## src/rtl/hazard_fwd_unit.sv

```systemverilog
// Hazard and forwarding controller for the 5-stage MIPS pipeline.
// Tracks EX/MEM/WB destination records; emits forward selects, load-use stall, redirect flush.
module hazard_fwd_unit #(
  parameter int unsigned CNT_W = 16
) (
  input  logic             clk,
  input  logic             rst,
  input  logic             en,
  input  logic [4:0]       rs_id,
  input  logic [4:0]       rt_id,
  input  logic             rs_used_id,
  input  logic             rt_used_id,
  input  logic [4:0]       wr_id,
  input  logic             regwrite_id,
  input  logic             memtoreg_id,
  input  logic             jal_id,
  input  logic             redirect_ex,
  output logic [3:0]       forward,
  output logic             stall,
  output logic             flush,
  output logic [CNT_W-1:0] stall_cnt,
  output logic [CNT_W-1:0] flush_cnt
);

  localparam int unsigned RW = 5;

  localparam logic [1:0] FWD_RF  = 2'd0;
  localparam logic [1:0] FWD_ALU = 2'd1;
  localparam logic [1:0] FWD_DIN = 2'd2;
  localparam logic [1:0] FWD_PC4 = 2'd3;

  typedef struct packed {
    logic          valid;
    logic [RW-1:0] rs;
    logic [RW-1:0] rt;
    logic          rs_used;
    logic          rt_used;
    logic [RW-1:0] wr;
    logic          regwrite;
    logic          load;
    logic          jal;
  } stage_rec_t;

  localparam stage_rec_t BUBBLE = '0;

  stage_rec_t ex_q, ex_d;
  stage_rec_t mem_q, mem_d;
  stage_rec_t wb_q, wb_d;
  stage_rec_t id_rec;

  logic [CNT_W-1:0] stall_cnt_q, stall_cnt_d;
  logic [CNT_W-1:0] flush_cnt_q, flush_cnt_d;

  logic hazard_rs;
  logic hazard_rt;

  // WB source fields are carried for completeness but never consumed downstream.
  logic unused_wb_fields;
  assign unused_wb_fields = ^{wb_q.rs, wb_q.rt, wb_q.rs_used, wb_q.rt_used,
                              wb_q.load, wb_q.jal};

  // $0 is hardwired, so it is never a producer.
  function automatic logic is_writer(input stage_rec_t s, input logic [RW-1:0] r);
    return s.valid & s.regwrite & (s.wr == r) & (r != '0);
  endfunction

  // Youngest producer wins; a MEM load cannot feed EX and is skipped.
  function automatic logic [1:0] fwd_sel(input logic used, input logic [RW-1:0] r,
                                         input stage_rec_t m, input stage_rec_t w);
    logic [1:0] sel;
    sel = FWD_RF;
    if (used) begin
      if (is_writer(m, r) && m.jal) begin
        sel = FWD_PC4;
      end else if (is_writer(m, r) && !m.load) begin
        sel = FWD_ALU;
      end else if (is_writer(w, r)) begin
        sel = FWD_DIN;
      end
    end
    return sel;
  endfunction

  // Operand forwarding from the registered EX record only.
  always_comb begin
    forward      = '0;
    forward[1:0] = fwd_sel(ex_q.rs_used, ex_q.rs, mem_q, wb_q);
    forward[3:2] = fwd_sel(ex_q.rt_used, ex_q.rt, mem_q, wb_q);
  end

  // Load-use detection against the ID operands; redirect suppresses it.
  always_comb begin
    hazard_rs = rs_used_id & (rs_id == ex_q.wr);
    hazard_rt = rt_used_id & (rt_id == ex_q.wr);
    stall     = en & ~redirect_ex & ex_q.valid & ex_q.load & (ex_q.wr != '0)
              & (hazard_rs | hazard_rt);
    flush     = en & redirect_ex;
  end

  always_comb begin
    id_rec          = BUBBLE;
    id_rec.valid    = 1'b1;
    id_rec.rs       = rs_id;
    id_rec.rt       = rt_id;
    id_rec.rs_used  = rs_used_id;
    id_rec.rt_used  = rt_used_id;
    id_rec.wr       = wr_id;
    id_rec.regwrite = regwrite_id;
    id_rec.load     = memtoreg_id;
    id_rec.jal      = jal_id;
  end

  // Pipeline record advance and event counters; everything holds when en=0.
  always_comb begin
    ex_d        = ex_q;
    mem_d       = mem_q;
    wb_d        = wb_q;
    stall_cnt_d = stall_cnt_q;
    flush_cnt_d = flush_cnt_q;
    if (en) begin
      wb_d  = mem_q;
      mem_d = ex_q;
      ex_d  = (stall | flush) ? BUBBLE : id_rec;
      stall_cnt_d = stall_cnt_q + CNT_W'(stall);
      flush_cnt_d = flush_cnt_q + CNT_W'(flush);
    end
  end

  always_ff @(posedge clk) begin
    if (rst) begin
      ex_q        <= BUBBLE;
      mem_q       <= BUBBLE;
      wb_q        <= BUBBLE;
      stall_cnt_q <= '0;
      flush_cnt_q <= '0;
    end else begin
      ex_q        <= ex_d;
      mem_q       <= mem_d;
      wb_q        <= wb_d;
      stall_cnt_q <= stall_cnt_d;
      flush_cnt_q <= flush_cnt_d;
    end
  end

  assign stall_cnt = stall_cnt_q;
  assign flush_cnt = flush_cnt_q;

endmodule

```

## config.mk

```make
export PLATFORM = sky130hd
export DESIGN_NAME = hazard_fwd_unit
export DESIGN_NICKNAME = d
export VERILOG_FILES = /design/src/rtl/hazard_fwd_unit.sv
export SDC_FILE = /design/constraint.sdc
export NUM_CORES = 1
export LEC_CHECK = 0
export BUFFER_PORTS_ARGS = -buffer_cell sky130_fd_sc_hd__clkbuf_2
export CAP_MARGIN = 40
export CORE_ASPECT_RATIO = 0.7
export CORE_MARGIN = 2
export CORE_UTILIZATION = 42
export DETAILED_ROUTE_END_ITERATION = 10
export GPL_ROUTABILITY_DRIVEN = 0
export SYNTH_ARGS = -nofsm -noshare
export SYNTH_HDL_FRONTEND = slang
export SYNTH_SLANG_ARGS = --single-unit
export TNS_END_PERCENT = 1
```

## constraint.sdc

```tcl
create_clock -name clk -period 5.55 [get_ports clk]
set_input_delay 0.8325 -clock clk [delete_from_list [all_inputs] [get_ports clk]]
set_output_delay 0.8325 -clock clk [all_outputs]
set_load 0.01 [all_outputs]
```

==> run metrics, run 1 <==
status complete, no violations; Async SR Flop Fraction 0%; Antenna Nets Post-Route 0; number of enable flip-flop cells after synthesis 0; Yosys top cell area share roughly two fifths; Lkg Pwr 1.81 nW; most common cell after layout, fill and taps aside dfxtp_1; placeable core area between 0.007 and 0.008 mm^2; total gr overflow 0; maximum VDD drop about 180 uV; initial antenna violation count 0; reg-to-reg startpoint ex_q[3]; Worst Tran Pin Value 0.873 ns; vias in the first global route between 2k and 3k; Rows 27; Max Slew Vio Count 0; DR pass1 iterations 4; clk root buf clkbuf_16; crit start category primary input; layout overhead on the synthesized area 19.2%; clock tree buffer depth 2; Via density approximately 5.4; post-synthesis register bit count 69; unrepaired setup endpoints after global routing no; Hold Crit Class reg -> reg; largest net degree at the start of global routing 74; CP endpoint kind flop; area of the multi-input gates 0.00198 mm^2; # IOs 62; Setup Skew slightly below 0.004 ns; Mapped Cells 369; Max Cap Viol 0; WHS Path Cells 2; DR DRC count 0; clock slew at reported path FFs around 0.050 ns; setup bufs post-CTS 0; critical path arrival 3.69 ns; initial DRC count about 190; filler instances ~760; clk_lat worst skew approximately 0.33 ns; Period minus WS final approximately 3.4 ns; Final Instance Count excl. Fillers 530; largest area contributor in the synthesized netlist dfxtp_1; Vias 2854; Most used DFF post-synth dfxtp_1; hold path endpoint flush_cnt[15]; Distinct cells, synth 34; die footprint about 0.0090 mm^2; critical path required time about 5.8 ns; Num CTS Buffers 9; Initial Util about 44%; routed len/inst approximately 16 um; first-pass GRT wire length 13500 um; Reg2Reg Setup Slack 2.61 ns; Die H roughly 80 um; TritonCTS clock tree built; sequential-to-total area share from yosys stat between 30% and 40%; FF-to-FF path depth 9; most frequent cells in the layout dfxtp_1, clkbuf_2, nor2_1; Routed WL just over 8000 um; PD cells approximately 290 mW/mm^2; Synth Area per Inst 9.41 um^2; Max Freq ~0.29 GHz; Placed Cells incl. Taps a little over 500; syn nets 397; Tcrit/Tclk final a little over 60%; Resize count post-CTS 0; Mapped Area ~0.0035 mm^2; largest cells by area after synthesis dfxtp_1, xnor2_1, mux2i_1; PortBufs between 60 and 70; proportion of layout cells with a drive suffix above 1 23.5%; Global Route Usage Sum roughly a fifth; Post-CTS Hold Buffers 0; Slew Limit Headroom a little over two fifths; CP Class in -> reg; r2r endpoint stall_cnt[12]; Max FO, Critical Path 33; n_diodes 0; number of clock sinks between 60 and 70; setup TNS 0 ns; Max H-tree Level 3; Post-DP HPWL around 5600 um; final net count between 400 and 500; width of the die between 100 and 150 um; FF+latch area approximately 0.0014 mm^2; synth warn 0; Hold Violations, Final 0; hold_sp flush_cnt[15]; final setup fails 0
[power by group]
part           switching (W)  internal (W)  total [W]  leakage (nW)
Sequential         0.0000235      0.000511   0.000534         0.560
Combinational      0.0000504     0.0000504   0.000101          1.09
Clock               0.000204      0.000382   0.000585         0.158
[critical path: stages]
cell	delay, ns
clkbuf_2	0.08
buf_4	0.40
nand2b_1	0.58
nor3_1	0.43
ha_1	0.22
and4_1	0.33
nand4_1	0.24
or3_1	0.40
a21oi_1	0.17
[worst max-delay path by stage]
stage	start	endpoint	cells past startpoint
finish	en	stall_cnt[15]	9
global route	en	stall_cnt[15]	9
CTS	en	stall_cnt[15]	9
detailed placement	en	stall_cnt[15]	9
global placement	en	stall_cnt[15]	9
floorplan	rt_id[4]	stall_cnt[15]	11
[through the flow]
stage	total power (W)	hold WS, ns	setup WS (ns)	utilization, %	cell area (um^2)
CTS	0.00124	0.495	2.09	52.1	4140
finish	0.00122	0.491	2.11	52.1	4140
global route	0.00127	0.524	1.84	52.1	4140
global placement	0.000642	0.467	1.92	48.2	3830
floorplan	0.000613	0.464	2.33	-	3470
detailed placement	0.000644	0.486	1.74	48.2	3830
[area by class of cell]
type	instances	area share, %
Multi-Input combinational cell	279	47.9
Clock inverter	4	1.09
Clock buffer	12	6.44
Timing Repair Buffer	65	8.10
Tap cell	101	3.05
Sequential cell	69	33.4
[cell usage after synthesis (all sizes together) (6+ instances only)]
cell   instances
buf           16
nor2          49
xor2          22
and3           8
nand4         14
nand3         14
nand2          6
mux2i         20
dfxtp         69
nor3b         22
a22o          20
a21o          20
xnor2         28
[routing by layer]
layer / share of wire [%] / global-route usage (%)
met1: 54 / 28.6
met5: 0 / 0
met4: 0.67 / 5.00
met2: 40 / 25.3
met3: 5.5 / 7.02
[flip-flops by register name, summed over array words and instances, names as in the netlist]
name / cells
stall_cnt: 16
wb_q: 7
ex_q: 21
flush_cnt: 16
mem_q: 9
[kinds of logic after synthesis]
family                     count (synthesis)  synth area share (%)
DFF                                       69                  39.8
adders and majority gates                  4                  1.44
buffers and inverters                     21                  3.06
AOI/OAI and AO/OA                         54                  12.8
xor gates and xnor gates                  50                  12.6
and+or+nand+nor                          147                  23.2
muxes                                     24                  7.07
Note: power is estimated with default switching activity, not from simulation.
==> run 2: changes to the inputs <==
--- a/config.mk
+++ b/config.mk
@@ -12,6 +12,7 @@
 export CORE_UTILIZATION = 42
 export DETAILED_ROUTE_END_ITERATION = 10
 export GPL_ROUTABILITY_DRIVEN = 0
+export PLACE_DENSITY = 0.65
 export SYNTH_ARGS = -nofsm -noshare
 export SYNTH_HDL_FRONTEND = slang
 export SYNTH_SLANG_ARGS = --single-unit
==> constraint.sdc (replaced) <==
create_clock -name clk -period 3.1 [get_ports clk]
set_input_delay 0.465 -clock clk [delete_from_list [all_inputs] [get_ports clk]]
set_output_delay 0.465 -clock clk [all_outputs]
set_load 0.01 [all_outputs]
==> run metrics, run 2 (synthesis results as in run 1) <==
status complete, no violations (unchanged); worst path cell trace xor2_1, nor4_1, a32oi_1, nor3_1, ha_1, ha_1, nand3_1, nor2_1, nand4_1, mux2_2 (was clkbuf_2, buf_4, nand2b_1, nor3_1, ha_1, and4_1, nand4_1, or3_1, a21oi_1); Post-DP HPWL 5930 um (was 5650 um); vias in the first global route 2658 (was 2667); TritonCTS clock tree built (unchanged); Final Instance Count excl. Fillers 534 (was 530); final net count 456 (was 452); Resize count post-CTS 0 (unchanged); sw power 0.000508 W (was 0.000277 W); Slew Limit Headroom 48.5% (was 41.8%); clock tree buffer depth 2 (unchanged); width of the die 113 um (unchanged); critical path required time 3.31 ns (was 5.80 ns); die footprint 0.00902 mm^2 (unchanged); most common cell after layout, fill and taps aside dfxtp_1 (unchanged); Max H-tree Level 3 (unchanged); Initial Util 43.7% (unchanged); placeable core area 0.00794 mm^2 (unchanged); PD cells 564 mW/mm^2 (was 295 mW/mm^2); largest net degree at the start of global routing 74 (unchanged); critical path's top delay family simple AND/OR/NAND/NOR gates (unchanged); clock slew at reported path FFs 0.05 ns (about the same); # IOs 62 (unchanged); Period minus WS final about 2.7 ns; first-pass GRT wire length 13700 um (was 13500 um); DR pass1 iterations 4 (unchanged); setup bufs post-CTS 0 (unchanged); Buf/Inv on CP 0 (was 2); initial antenna violation count 0 (unchanged); number of clock sinks 69 (unchanged); proportion of layout cells with a drive suffix above 1 24.2% (was 23.5%); Global Route Usage Sum 19.4% (was 19.1%); Placed Cells incl. Taps 518 (was 514); Biggest register ex_q (unchanged); routed len/inst 15.9 um (was 15.7 um); Largest stage delay, worst path 0.51 ns (was 0.58 ns); Clk pwr share 52.1% (was 47.9%); hold_ws 0.483 ns (was 0.491 ns); Max Freq about 0.36 GHz; n_diodes 0 (unchanged); unrepaired setup endpoints after global routing no (unchanged); Max FO, Critical Path 5 (was 33); Worst path slowest cell dfxtp_1 (was nand2b_1); sequential power share 40.2% (was 43.8%); Tcrit/Tclk final between 80% and 90%; most frequent CP cell ha_1; setup TNS 0 ns (unchanged); Lkg Pwr 1.85 nW (was 1.81 nW); Hold Crit Class reg -> reg (unchanged); Worst Tran Pin Value 0.773 ns (was 0.873 ns); Max Slew Vio Count 0 (unchanged); Combinational Power Share 7.6% (was 8.3%); crit start category flop (was primary input); Setup Skew 0.00688 ns (was 0.00390 ns); Routed WL 8480 um (was 8310 um); Hold Violations, Final 0 (unchanged); initial DRC count 209 (was 185); total gr overflow 0 (unchanged); Rows 27 (unchanged); clk root buf clkbuf_16 (unchanged); most frequent cells in the layout dfxtp_1, clkbuf_2, nor2_1 (unchanged); Vias 2923 (was 2854); Max Cap Viol 0 (unchanged); max FFs per register 21 (unchanged); PortBufs 61 (unchanged); sw frac 21.4% (was 22.7%); layout overhead on the synthesized area 21.6% (was 19.2%); critical path arrival 2.96 ns (was 3.69 ns); internal cell power 0.00187 W (was 0.000943 W); Post-CTS Hold Buffers 0 (unchanged); final setup fails 0 (unchanged); maximum VDD drop 306 uV (was 178 uV); clk_lat worst skew 0.33 ns (about the same); Num CTS Buffers 9 (unchanged); CP endpoint kind flop (unchanged); Die H 80.1 um (unchanged); CP Class reg -> reg (was in -> reg); DR DRC count 0 (unchanged); Via density 5.47 (was 5.38); Antenna Nets Post-Route 0 (unchanged)
## run 2: cell count changes in the layout (fill, tap and decap cells not counted)
cell and change:
clkinvlp_4 +1, clkinv_2 -1, clkbuf_8 -3, buf_4 +4, bufinv_16 +3
## run 2: layer usage
layer	share of wire (%)	track usage, %	up-vias	wire length, um
li1	-	-	1445	-
met1	52	28.4	1394	4410
met2	42	26.8	79	3520
met3	5.7	5.74	5	484
met4	0.74	6.71	0	63
met5	0	0	-	0
## run 2: path summary, 6_finish.rpt
path | startpoint | slack, ns | depth (start not counted) | end
max | ex_q[7] | 0.35 | 10 | stall_cnt[12]
min | flush_cnt[15] | 0.48 | 2 | flush_cnt[15]
max reg2reg | ex_q[7] | 0.35 | 10 | stall_cnt[12]
min reg2reg | flush_cnt[15] | 0.48 | 2 | flush_cnt[15]
## run 2: power groups by stage
stage               logic (W)  clock network, W  registers (W)
finish               0.000182           0.00124       0.000957
global route         0.000201           0.00130       0.000960
CTS                  0.000181           0.00126       0.000956
detailed placement   0.000180                 0       0.000975
global placement     0.000176                 0       0.000974
floorplan            0.000137                 0       0.000960
## run 2: worst min-delay path: stages, from the launching register on
cell     delay, ns
dfxtp_1       0.31
o21ai_0       0.07
a21oi_1       0.06
## run 2: final cells by class
| class | instances | area, um^2 |
|---|---|---|
| Fill cell | 724 | 3720 |
| Multi-Input combinational cell | 279 | 1980 |
| Sequential cell | 69 | 1380 |
| Timing Repair Buffer | 69 | 365 |
| Clock buffer | 9 | 225 |
| Clock inverter | 7 | 138 |
| Tap cell | 101 | 126 |
## run 2: through the flow
| stage | setup slack (ns) | power, W | instance area, um^2 | utilization, % |
|---|---|---|---|---|
| CTS | 0.357 | 0.00240 | 4220 | 53.1 |
| global route | 0.0648 | 0.00246 | 4220 | 53.1 |
| global placement | 0.381 | 0.00115 | 3860 | 48.6 |
| floorplan | 0.251 | 0.00110 | 3470 | - |
| detailed placement | 0.287 | 0.00115 | 3860 | 48.6 |
| finish | 0.355 | 0.00238 | 4220 | 53.1 |
==> run 3: changes to the inputs <==
--- a/config.mk
+++ b/config.mk
@@ -5,6 +5,7 @@
 export SDC_FILE = /design/constraint.sdc
 export NUM_CORES = 1
 export LEC_CHECK = 0
+export ABC_AREA = 1
 export BUFFER_PORTS_ARGS = -buffer_cell sky130_fd_sc_hd__clkbuf_2
 export CAP_MARGIN = 40
 export CORE_ASPECT_RATIO = 0.7
==> run metrics, run 3 <==
largest cells by area after synthesis dfxtp_1, nand2_1, a21oi_1 (was dfxtp_1, xnor2_1, mux2i_1); Most used DFF post-synth dfxtp_1 (unchanged); synth warn 0 (unchanged); PortBufs 61 (unchanged); most common cell after layout, fill and taps aside nand2_1 (was dfxtp_1); Mapped Area 0.00342 mm^2 (was 0.00347 mm^2); crit start category flop (unchanged); critical path's top delay family simple AND/OR/NAND/NOR gates (unchanged); Max H-tree Level 3 (unchanged); Rows 27 (unchanged); Setup Skew 0.00825 ns (was 0.00688 ns); Hold Crit Class in -> reg (was reg -> reg); Max FO, Critical Path 5 (unchanged); Lkg Pwr 1.85 nW (about the same); DR DRC count 0 (unchanged); routed len/inst 13.1 um (was 15.9 um); clock slew at reported path FFs 0.06 ns (was 0.05 ns); # IOs 62 (unchanged); number of enable flip-flop cells after synthesis 0 (unchanged); Global Route Usage Sum 20.7% (was 19.4%); initial antenna violation count 0 (unchanged); Vias 3356 (was 2923); Max Freq 0.409 GHz (was 0.364 GHz); layout overhead on the synthesized area 20.1% (was 21.6%); vias in the first global route 3117 (was 2658); width of the die 112 um (was 113 um); filler instances 788 (was 724); Routed WL 8780 um (was 8480 um); final worst slack 0.653 ns (was 0.355 ns); Mapped Cells 505 (was 369); Tcrit/Tclk final 78.9% (was 88.6%); worst path cell trace inv_1, nand2_1, nand2_1, nor2_1, nand3_1, nand2_1, nand2_1, inv_1, ha_1, ha_1, nand3_1, nor2_2, nand3_2, nor3_2, nand2_1, o21ai_0, nor2_1 (was xor2_1, nor4_1, a32oi_1, nor3_1, ha_1, ha_1, nand3_1, nor2_1, nand4_1, mux2_2); Num CTS Buffers 9 (unchanged); Largest stage delay, worst path 0.42 ns (was 0.51 ns); pre-CTS WS 0.621 ns (was 0.287 ns); Distinct cells, synth 30 (was 34); Hold Violations, Final 0 (unchanged); status complete, no violations (unchanged); most frequent cells in the layout nand2_1, dfxtp_1, inv_1, nor2_1, clkbuf_2 (was dfxtp_1, clkbuf_2, nor2_1); top post-synthesis cells by count nand2_1, dfxtp_1, inv_1, nor2_1, a21oi_1 (was dfxtp_1, nor2_1, xnor2_1, nor3b_1, xor2_1); syn nets 533 (was 397); reg-to-reg startpoint ex_q[7] (unchanged); Post-CTS Hold Buffers 0 (unchanged); cell area after placement 0.00382 mm^2 (was 0.00386 mm^2); setup bufs post-CTS 0 (unchanged); post-synthesis register bit count 69 (unchanged); Via density 5.00 (was 5.47); Max Slew Vio Count 0 (unchanged); clock tree buffer depth 2 (unchanged); Total Power 0.00212 W (was 0.00238 W); final setup fails 0 (unchanged); largest area contributor in the synthesized netlist dfxtp_1 (unchanged); Buf/Inv on CP 2 (was 0); Worst Tran Pin Value 0.404 ns (was 0.773 ns); die footprint 0.00890 mm^2 (was 0.00902 mm^2); initial DRC count 173 (was 209); Resize count post-CTS 0 (unchanged); CP endpoint kind flop (unchanged); total gr overflow 0 (unchanged); final instance area 0.00411 mm^2 (was 0.00422 mm^2); most frequent CP cell nand2_1 (was ha_1); clk_lat worst skew 0.33 ns (about the same); Synth Area per Inst 6.78 um^2 (was 9.41 um^2); hold_ws 0.382 ns (was 0.483 ns); DR pass1 iterations 4 (unchanged); Post-DP HPWL 6290 um (was 5930 um); final net count 593 (was 456); placeable core area 0.00787 mm^2 (was 0.00794 mm^2); clk root buf clkbuf_16 (unchanged); Initial Util 43.5% (was 43.7%); most frequent cell after synthesis nand2_1 (was dfxtp_1); n_diodes 0 (unchanged); TritonCTS clock tree built (unchanged); Crit. Startpoint ex_q[7] (unchanged); critical path required time 3.32 ns (was 3.31 ns); setup TNS 0 ns (unchanged); sequential-to-total area share from yosys stat 40.3% (was 39.8%); Antenna Nets Post-Route 0 (unchanged); Max Cap Viol 0 (unchanged); Yosys top cell area share 40.3% (was 39.8%); max FFs per register 21 (unchanged); critical path arrival 2.66 ns (was 2.96 ns); first-pass GRT wire length 14700 um (was 13700 um); Worst path slowest cell dfxtp_1 (unchanged); Period minus WS final 2.45 ns (was 2.75 ns); largest net degree at the start of global routing 40 (was 74); Biggest register ex_q (unchanged); Slew Limit Headroom 73.1% (was 48.5%); hold_sp wr_id[3] (was flush_cnt[15]); unrepaired setup endpoints after global routing no (unchanged); maximum VDD drop 259 uV (was 306 uV); Async SR Flop Fraction 0% (unchanged); CP Class reg -> reg (unchanged); proportion of layout cells with a drive suffix above 1 17.5% (was 24.2%); number of clock sinks 69 (unchanged); PD cells 516 mW/mm^2 (was 564 mW/mm^2); Die H 79.6 um (was 80.1 um)
[run 3: cell types whose count changed in the layout (fill, tap and decap cells not counted), moves of 13 or more]
| cell | before | now |
|---|---|---|
| nand2_1 | 6 | 111 |
| inv_1 | 0 | 62 |
| a21oi_1 | 5 | 57 |
| o21ai_0 | 4 | 30 |
| nand3_1 | 14 | 39 |
| nor3b_1 | 22 | 0 |
| xnor2_1 | 28 | 7 |
| xor2_1 | 22 | 1 |
| a22o_1 | 20 | 0 |
| mux2i_1 | 20 | 0 |
| a21o_2 | 14 | 0 |
| nor2_1 | 49 | 62 |
[run 3: cells by family after synthesis]
family                   synth area share [%]
XOR/XNOR                                 2.05
adder cells (fa/ha/maj)                  1.46
AO/OA/AOI/OAI                            14.5
flip-flops                               40.3
buffers and inverters                    9.28
AND/OR/NAND/NOR                          32.4
[run 3: final timing paths]
kind	endpoint	slack (ns)	cells past startpoint
worst max-delay path	stall_cnt[14]	0.65	17
worst min-delay path	ex_q[6]	0.38	3
worst max register to register	stall_cnt[14]	0.65	17
worst min register to register	mem_q[1]	0.47	2
[run 3: final cells by class]
class                      count  area (um^2)  share of cell area (%)
inverter                      63          236                    5.75
clock buffer                  12          246                    5.99
clock inverter                 4         47.5                    1.16
timing repair buffer          67          350                    8.52
multi-input combinational    355         1730                    41.9
tap                          101          126                    3.07
sequential                    69         1380                    33.6
[run 3: per-layer routing]
layer  vias up  track usage, %  part of all wire (%)
li1       1742               -                     -
met5         -               0                     0
met2       101            31.6                    42
met4         0            7.04                   1.2
met1      1503            28.5                    51
met3        10            5.62                   5.7
[run 3: worst register-to-register path, delay by kind of cell, from the launching register on]
kind / cells / cell delay [ns]
adder cells (fa/ha/maj): 2 / 0.38
AO/OA/AOI/OAI: 1 / 0.16
buffers and inverters: 2 / 0.20
AND/OR/NAND/NOR: 12 / 1.18
flip-flops: 1 / 0.42
[run 3: report_power, final]
group	internal, W	switching, W	total (W)
clock	0.000642	0.000370	0.00101
sequential	0.000914	0.0000273	0.000941
combinational	0.0000659	0.000105	0.000170
[run 3: through the flow]
stage                     util [%]  instances
final                         52.3        671
after global routing          52.3        671
after CTS                     52.3        671
after detailed placement      48.5        655
after global placement        48.5        655
after floorplan                  -        505
